`src/rtl/sorted_stream_tx.sv`:
```
// Buffers whole sorted vectors in a small FIFO and streams them out one element per handshake.
// Vectors that arrive while the buffer is full (and nothing pops) are dropped and flagged.
module sorted_stream_tx #(
    parameter int unsigned NUMBER_WIDTH   = 10,
    parameter int unsigned NUMBERS_AMOUNT = 10,
    parameter int unsigned BUF_DEPTH      = 2
) (
    input  logic                                         clk_i,
    input  logic                                         rst_n_i,
    input  logic [NUMBERS_AMOUNT-1:0][NUMBER_WIDTH-1:0]  data_i,
    input  logic                                         data_valid_i,
    output logic [NUMBER_WIDTH-1:0]                      data_o,
    output logic                                         valid_o,
    input  logic                                         ready_i,
    output logic                                         last_o,
    output logic [$clog2(NUMBERS_AMOUNT)-1:0]            index_o,
    output logic [$clog2(BUF_DEPTH+1)-1:0]               vec_count_o,
    output logic                                         overflow_o
);

    localparam int unsigned IdxW = $clog2(NUMBERS_AMOUNT);
    localparam int unsigned CntW = $clog2(BUF_DEPTH + 1);
    localparam int unsigned PtrW = (BUF_DEPTH > 1) ? $clog2(BUF_DEPTH) : 1;

    typedef logic [NUMBERS_AMOUNT-1:0][NUMBER_WIDTH-1:0] vec_t;

    vec_t            mem_q [BUF_DEPTH];
    logic [PtrW-1:0] wr_ptr_q, wr_ptr_d;
    logic [PtrW-1:0] rd_ptr_q, rd_ptr_d;
    logic [CntW-1:0] count_q, count_d;
    logic [IdxW-1:0] idx_q, idx_d;
    logic            overflow_q, overflow_d;

    logic not_empty;
    logic full;
    logic at_last;
    logic handshake;
    logic pop;
    logic wr_en;
    logic drop;

    function automatic logic [PtrW-1:0] ptr_inc(input logic [PtrW-1:0] p);
        return (p == PtrW'(BUF_DEPTH - 1)) ? '0 : p + PtrW'(1);
    endfunction

    always_comb begin
        not_empty = (count_q != '0);
        full      = (count_q == CntW'(BUF_DEPTH));
        at_last   = (idx_q == IdxW'(NUMBERS_AMOUNT - 1));
        handshake = not_empty & ready_i;
        pop       = handshake & at_last;
        // A full buffer can still take a vector on the cycle its head pops.
        wr_en     = data_valid_i & (~full | pop);
        drop      = data_valid_i & full & ~pop;
    end

    always_comb begin
        wr_ptr_d   = wr_ptr_q;
        rd_ptr_d   = rd_ptr_q;
        count_d    = count_q;
        idx_d      = idx_q;
        overflow_d = overflow_q | drop;

        if (wr_en) begin
            wr_ptr_d = ptr_inc(wr_ptr_q);
        end
        if (handshake) begin
            if (at_last) begin
                idx_d    = '0;
                rd_ptr_d = ptr_inc(rd_ptr_q);
            end else begin
                idx_d = idx_q + IdxW'(1);
            end
        end
        if (wr_en && !pop) begin
            count_d = count_q + CntW'(1);
        end else if (pop && !wr_en) begin
            count_d = count_q - CntW'(1);
        end
    end

    always_ff @(posedge clk_i or negedge rst_n_i) begin
        if (!rst_n_i) begin
            wr_ptr_q   <= '0;
            rd_ptr_q   <= '0;
            count_q    <= '0;
            idx_q      <= '0;
            overflow_q <= 1'b0;
        end else begin
            wr_ptr_q   <= wr_ptr_d;
            rd_ptr_q   <= rd_ptr_d;
            count_q    <= count_d;
            idx_q      <= idx_d;
            overflow_q <= overflow_d;
        end
    end

    // Storage is deliberately left out of reset; the count alone decides what is live.
    always_ff @(posedge clk_i) begin
        if (wr_en) begin
            mem_q[wr_ptr_q] <= data_i;
        end
    end

    always_comb begin
        valid_o     = not_empty;
        last_o      = not_empty & at_last;
        index_o     = idx_q;
        data_o      = mem_q[rd_ptr_q][idx_q];
        vec_count_o = count_q;
        overflow_o  = overflow_q;
    end

endmodule

```
`config.mk`:
```
export PLATFORM = sky130hd
export DESIGN_NAME = sorted_stream_tx
export DESIGN_NICKNAME = d
export VERILOG_FILES = /design/src/rtl/sorted_stream_tx.sv
export SDC_FILE = /design/constraint.sdc
export NUM_CORES = 1
export LEC_CHECK = 0
export CORE_ASPECT_RATIO = 1.25
export CORE_UTILIZATION = 49
export CTS_BUF_LIST = sky130_fd_sc_hd__clkbuf_16
export CTS_CLUSTER_SIZE = 28
export DETAILED_ROUTE_END_ITERATION = 10
export GPL_TIMING_DRIVEN = 0
export PLACE_DENSITY_LB_ADDON = 0.15
export SLEW_MARGIN = 20
export SYNTH_ARGS = -nofsm -noshare
export SYNTH_HDL_FRONTEND = slang
export SYNTH_SLANG_ARGS = --single-unit
```
`constraint.sdc`:
```
create_clock -name clk_i -period 5.66 [get_ports clk_i]
set_input_delay 1.698 -clock clk_i [delete_from_list [all_inputs] [get_ports clk_i]]
set_output_delay 1.698 -clock clk_i [all_outputs]
set_load 0.05 [all_outputs]
```
Word-level counts from Yosys, hierarchy flattened
Memory sizes are Yosys's and may differ from the RTL's.
Index checks and enable logic that the tools add are counted.

operators by class
  add/subtract/negate cells = 5
  $mul = 0
  divide/modulo/power cells = 0
  $lt $le $gt $ge = 1
  eq/ne operators = 2
  shifts and indexed selects = 0
  mux-type cells = 9
  bitwise logic cells = 10
  reduce and logical (&&, ||, !) cells = 7

operators with widths
  cell                                                                   number
  10-bit binary-select mux with 4-bit select                             1
  10-bit two-way mux                                                     1
  1-bit AND                                                              6
  4-bit by 5-bit < comparator with 1-bit output (second input constant)  1
  4-bit by 1-bit adder with 4-bit output (second input constant)         1
  4-bit == test (second input constant)                                  1
  1-bit two-way mux                                                      4
  2-bit two-way mux                                                      2
  4-bit two-way mux                                                      1
  2-bit nonzero test                                                     2
  1-bit adder (second input constant)                                    2
  2-bit by 1-bit adder with 2-bit output (second input constant)         1
  2-bit == test (second input constant)                                  1
  1-bit logical AND                                                      2
  1-bit zero test                                                        2
  1-bit inverter                                                         2
  1-bit OR                                                               2
  2-bit AND reduction                                                    1
  2-bit by 1-bit subtractor with 2-bit output (second input constant)    1

word-level totals
  register bits = 9
  latch bits = 0
  RAM bits = 200
  memory bits (read-only) = 0
  input bits = 104
  output and inout port bits = 19
  memories kept = 1

memory list
  memory  words  bits a word  rd ports  clocked after Yosys merged registers in  write ports  line  text
  mem_q   2      100          1         0                                        1            27    vec_t mem_q [BUF_DEPTH];

Depth between registers and ports, before layout
  depth in word-level cells = 9
  depth in mapped cells = 8
  depth with buffers taken out = 7

Least setup slack after synthesis
Ideal clock, no wire load.

  path type = input port to flip-flop
  from = in ready_i
  to = mem mem_q[0][0] (netlist name) (enable)
  data arrival time = 6.441 ns
  data required time = 5.088 ns
  slack = -1.352 ns
  cell stages on the path = 3
  path buffers = 0
  path through = nand2_1 -> a31oi_2 -> nor2b_1

between the ends
  cells in the longest elaborated chain, start to end = 6

ends and longest elaborated chain
  element                                  line  text
  from (decl)                              14    input logic ready_i,
  1-bit AND                                50    handshake = not_empty & ready_i;
  1-bit AND                                51    pop = handshake & at_last;
  1-bit OR                                 53    wr_en = data_valid_i & (~full | pop);
  1-bit AND                                53
  1-bit two-way mux                        100   if (wr_en) begin
  1-bit two-way mux (not written as such)  101   mem_q[wr_ptr_q] <= data_i;
  to (decl)                                27

No other way between the ends.

Final worst setup path
  from = reg idx_q[0], in the netlist index_o[0]
  to = out data_o[2]

between the ends
  cells in the longest elaborated chain, start to end = 2

ends and longest elaborated chain
  element                                     line  text
  from (decl)                                 31    logic [IdxW-1:0] idx_q, idx_d;
  from (signal assigned)                      93    idx_q <= idx_d;
  10-bit binary-select mux with 4-bit select  109   data_o = mem_q[rd_ptr_q][idx_q];
  10-bit two-way mux (not written as such)    109
  to (decl)                                   12    output logic [NUMBER_WIDTH-1:0] data_o,

No other way between the ends. The select of a mux whose other input is x is not followed.

==> results by group <==
Timing
  – Worst setup margin: 0.857 ns
  – Clk_skew: 0.00997 ns
  – Tcrit/Tclk final: 84.9%
  – RSZ-0062 raised after global routing: no
  – Final hold violation count: 0
  – Minimum hold slack: 0.473 ns
  – Worst Max-Slew Pin Slew: 0.672 ns
  – Fmax: 208 MHz
  – Final TNS setup: 0 ns
  – Max-slew violations: 0
  – Slew HR: 55.2%
  – Finish-stage setup viols: 0
  – Min Clock Period, post-route: 4.80 ns

Drt
  – Detail Route Antenna Nets: 0
  – Wire per inst: 21.0 um
  – DRC Markers: 0
  – DR vias: 4475
  – DR iter-0 viols: 301
  – DR vias/cell: 5.45
  – DR pass1 iterations: 5
  – Routed Wire Length: 17300 um

CTS
  – Post-cts resize count: 0
  – Clock buffer count from CTS: 20
  – H-tree Lvls: 1
  – Post-CTS Setup Inserts: 0
  – Root buffer cell: clkbuf_16
  – Sink Count: 209
  – Clock slew seen by the registers of the worst setup and hold paths: 0.06 ns
  – Clk Latency, worst-skew pair: 0.49 ns
  – CTS max path bufs: 3
  – Hold buffers post-CTS: 0
  – CTS tree: done

Finish
  – Filler cells: 1167
  – # diodes: 0
  – Ratio of cells with drive above 1 in the final layout: 10.7%
  – Post-Layout Cell Count: 821
  – P&R area growth vs syn: 26.8%
  – Number of nets in the layout: 696

Setup path
  – Crit path required time: 3.96 ns
  – Crit Path Max Fanout: 10
  – WP data arrival: 3.11 ns
  – Critical Path Start: index_o[0]
  – Critical path's largest stage delay: 0.72 ns
  – CP delay by family, top: buffers and inverters
  – Buf/Inv on CP: 3
  – RR Startpoint: index_o[2]
  – Worst Setup End Kind: primary output
  – FF-to-FF End: mem_q[1][3]
  – FF-to-FF setup slack: 2.91 ns
  – R2R cell count: 7
  – Critical Path Sink: data_o[2]
  – CP cell instances: buf_4 -> nand2b_1 -> clkbuf_1 -> o221ai_1 -> a21oi_1 -> o21ai_1 -> clkdlybuf4s50_1
  – Worst setup path class: reg2out
  – Worst setup SP type: flop
  – CP max-delay cell: clkdlybuf4s50_1
  – CP Depth: 7

Pwr
  – Cell-internal power: 3.66 mW
  – Net Sw Power: 2.02 mW
  – Max IR drop VDD: 0.000281 V
  – Sw Share: 35.6%
  – Clock Power Share: 21.0%
  – Seq pwr share: 39.3%
  – LEAKAGE: 3.72 nW
  – Power share of the combinational group: 39.7%
  – PwrDens: 542 nW/um2

Die
  – Site Rows: 52
  – Die ar.: 17400 um2
  – Core Area: 16300 um2
  – I/O pin count: 123
  – Initial Utilization: 50.7%
  – Die Y: 147 um
  – Die width: 118 um

Synthesis
  – Seq/Total Area, Yosys: 75.3%
  – Netlist cell types: 38
  – Synth Cell Area: 8270 um2
  – Asr flop ratio synth: 4.31%
  – Most area-consuming cells after synthesis: edfxtp_1, mux2i_1, dfrtp_1
  – Main flop type after synthesis: edfxtp_1
  – #FFs+latches synth: 209
  – Ys Warns: 0
  – Post-Syn Area per Cell: 18.8 um2
  – Gate Count Post-Synth: 441
  – Most frequent cell after synthesis: edfxtp_1
  – Post-synth EDFFs: 200
  – Top cells by count, synth: edfxtp_1, mux2i_1, nor2_1
  – Largest area contributor in the netlist: edfxtp_1
  – Share of the synthesized area in the top cell type: 72.6%
  – Syn Nets: 546

Global route
  – First-pass GRT wire length: 26400 um
  – Antenna violations before repair: 0
  – Total GRT Usage: 20.3%
  – GRT overflow: 0
  – Number of global-route vias before repair: 4735
  – Pin count of the biggest net entering global routing: 39

Placement
  – Place WS: 1.36 ns
  – Port Buffer Count: 122
  – GP Congestion: 0.739
  – DP HPWL: 12100 um
  – Dpl cells: 785

Outcome
  – Status: complete, no violations

Worst hold path
  – HP Start: overflow_o
  – Hold Crit Depth: 1
  – Hold Path Class: reg2reg

Job
  – Max cap viols: 0
[layout make-up]
cell class                      instances  area, um2  area share [%]
Buffer                                 24        174            1.66
Clock buffer                           21        526            5.01
Clock inverter                         15       63.8           0.608
Inverter                                4       15.0           0.143
Multi-Input combinational cell        204       1860            17.8
Sequential cell                       209       6230            59.4
Tap cell                              216        270            2.58
Timing Repair Buffer                  128       1350            12.9
[power groups by stage]
stage | logic, mW | registers (mW) | clock network (mW)
6_report | 2.26 | 2.23 | 1.20
5_1_grt | 2.40 | 2.26 | 1.28
4_1_cts | 2.29 | 2.24 | 1.22
3_5_place_dp | 2.28 | 2.27 | 0
3_3_place_gp | 2.17 | 2.31 | 0
2_1_floorplan | 1.41 | 2.35 | 0
[worst min-delay path by stage]
stage,to,slack [ns]
floorplan,wr_ptr_q,0.47
global placement,overflow_o,0.45
detailed placement,overflow_o,0.46
CTS,overflow_o,0.47
global route,overflow_o,0.49
finish,overflow_o,0.47
[metal layers]
layer,wire (um),vias to the layer above,GRT usage (%)
li1,-,2079,-
met5,0,-,0
met2,8990,143,35.9
met1,7130,2227,26.0
met3,827,26,2.72
met4,329,0,6.03
[flip-flops by register name, indices dropped and copies added (netlist names)]
signal	count
index_o	4
overflow_o	1
mem_q	200
wr_ptr_q	1
rd_ptr_q	1
vec_count_o	2
[layout by cell type (no fill, tap or decap), drive strengths merged, types with 2 or more instances in the layout]
cell	n
a21oi	11
nor2b	2
xor2	4
o41ai	10
edfxtp	200
o22ai	10
nand2b	3
nor2	22
clkbuf	29
buf	22
or2	2
xnor2	3
and2	2
mux2i	80
o21ai	12
mux4	10
dfrtp	9
inv	11
o22a	10
clkdlybuf4s50	122
clkinv	8
nand2	3
o221ai	10
nand3	2
[metrics by stage]
step	area (um2)	utilization [%]	total power, mW
after floorplan	8280	-	3.76
after global placement	9770	59.8	4.48
after detailed placement	9900	60.6	4.55
after CTS	10500	64.3	5.74
after global routing	10500	64.3	5.94
final	10500	64.3	5.69
[cells by family (layout without fill, tap and decap cells)]
family,count (synthesis),in the layout,synth area share [%]
flip-flops,209,209,75.3
adder cells (fa/ha/maj),1,1,0.151
multiplexers,90,90,12.7
XOR/XNOR,7,7,0.741
AO/OA/AOI/OAI,67,67,6.50
buffers and inverters,28,192,2.28
AND/OR/NAND/NOR,39,39,2.30
Note: power is estimated with default switching activity, not from simulation.
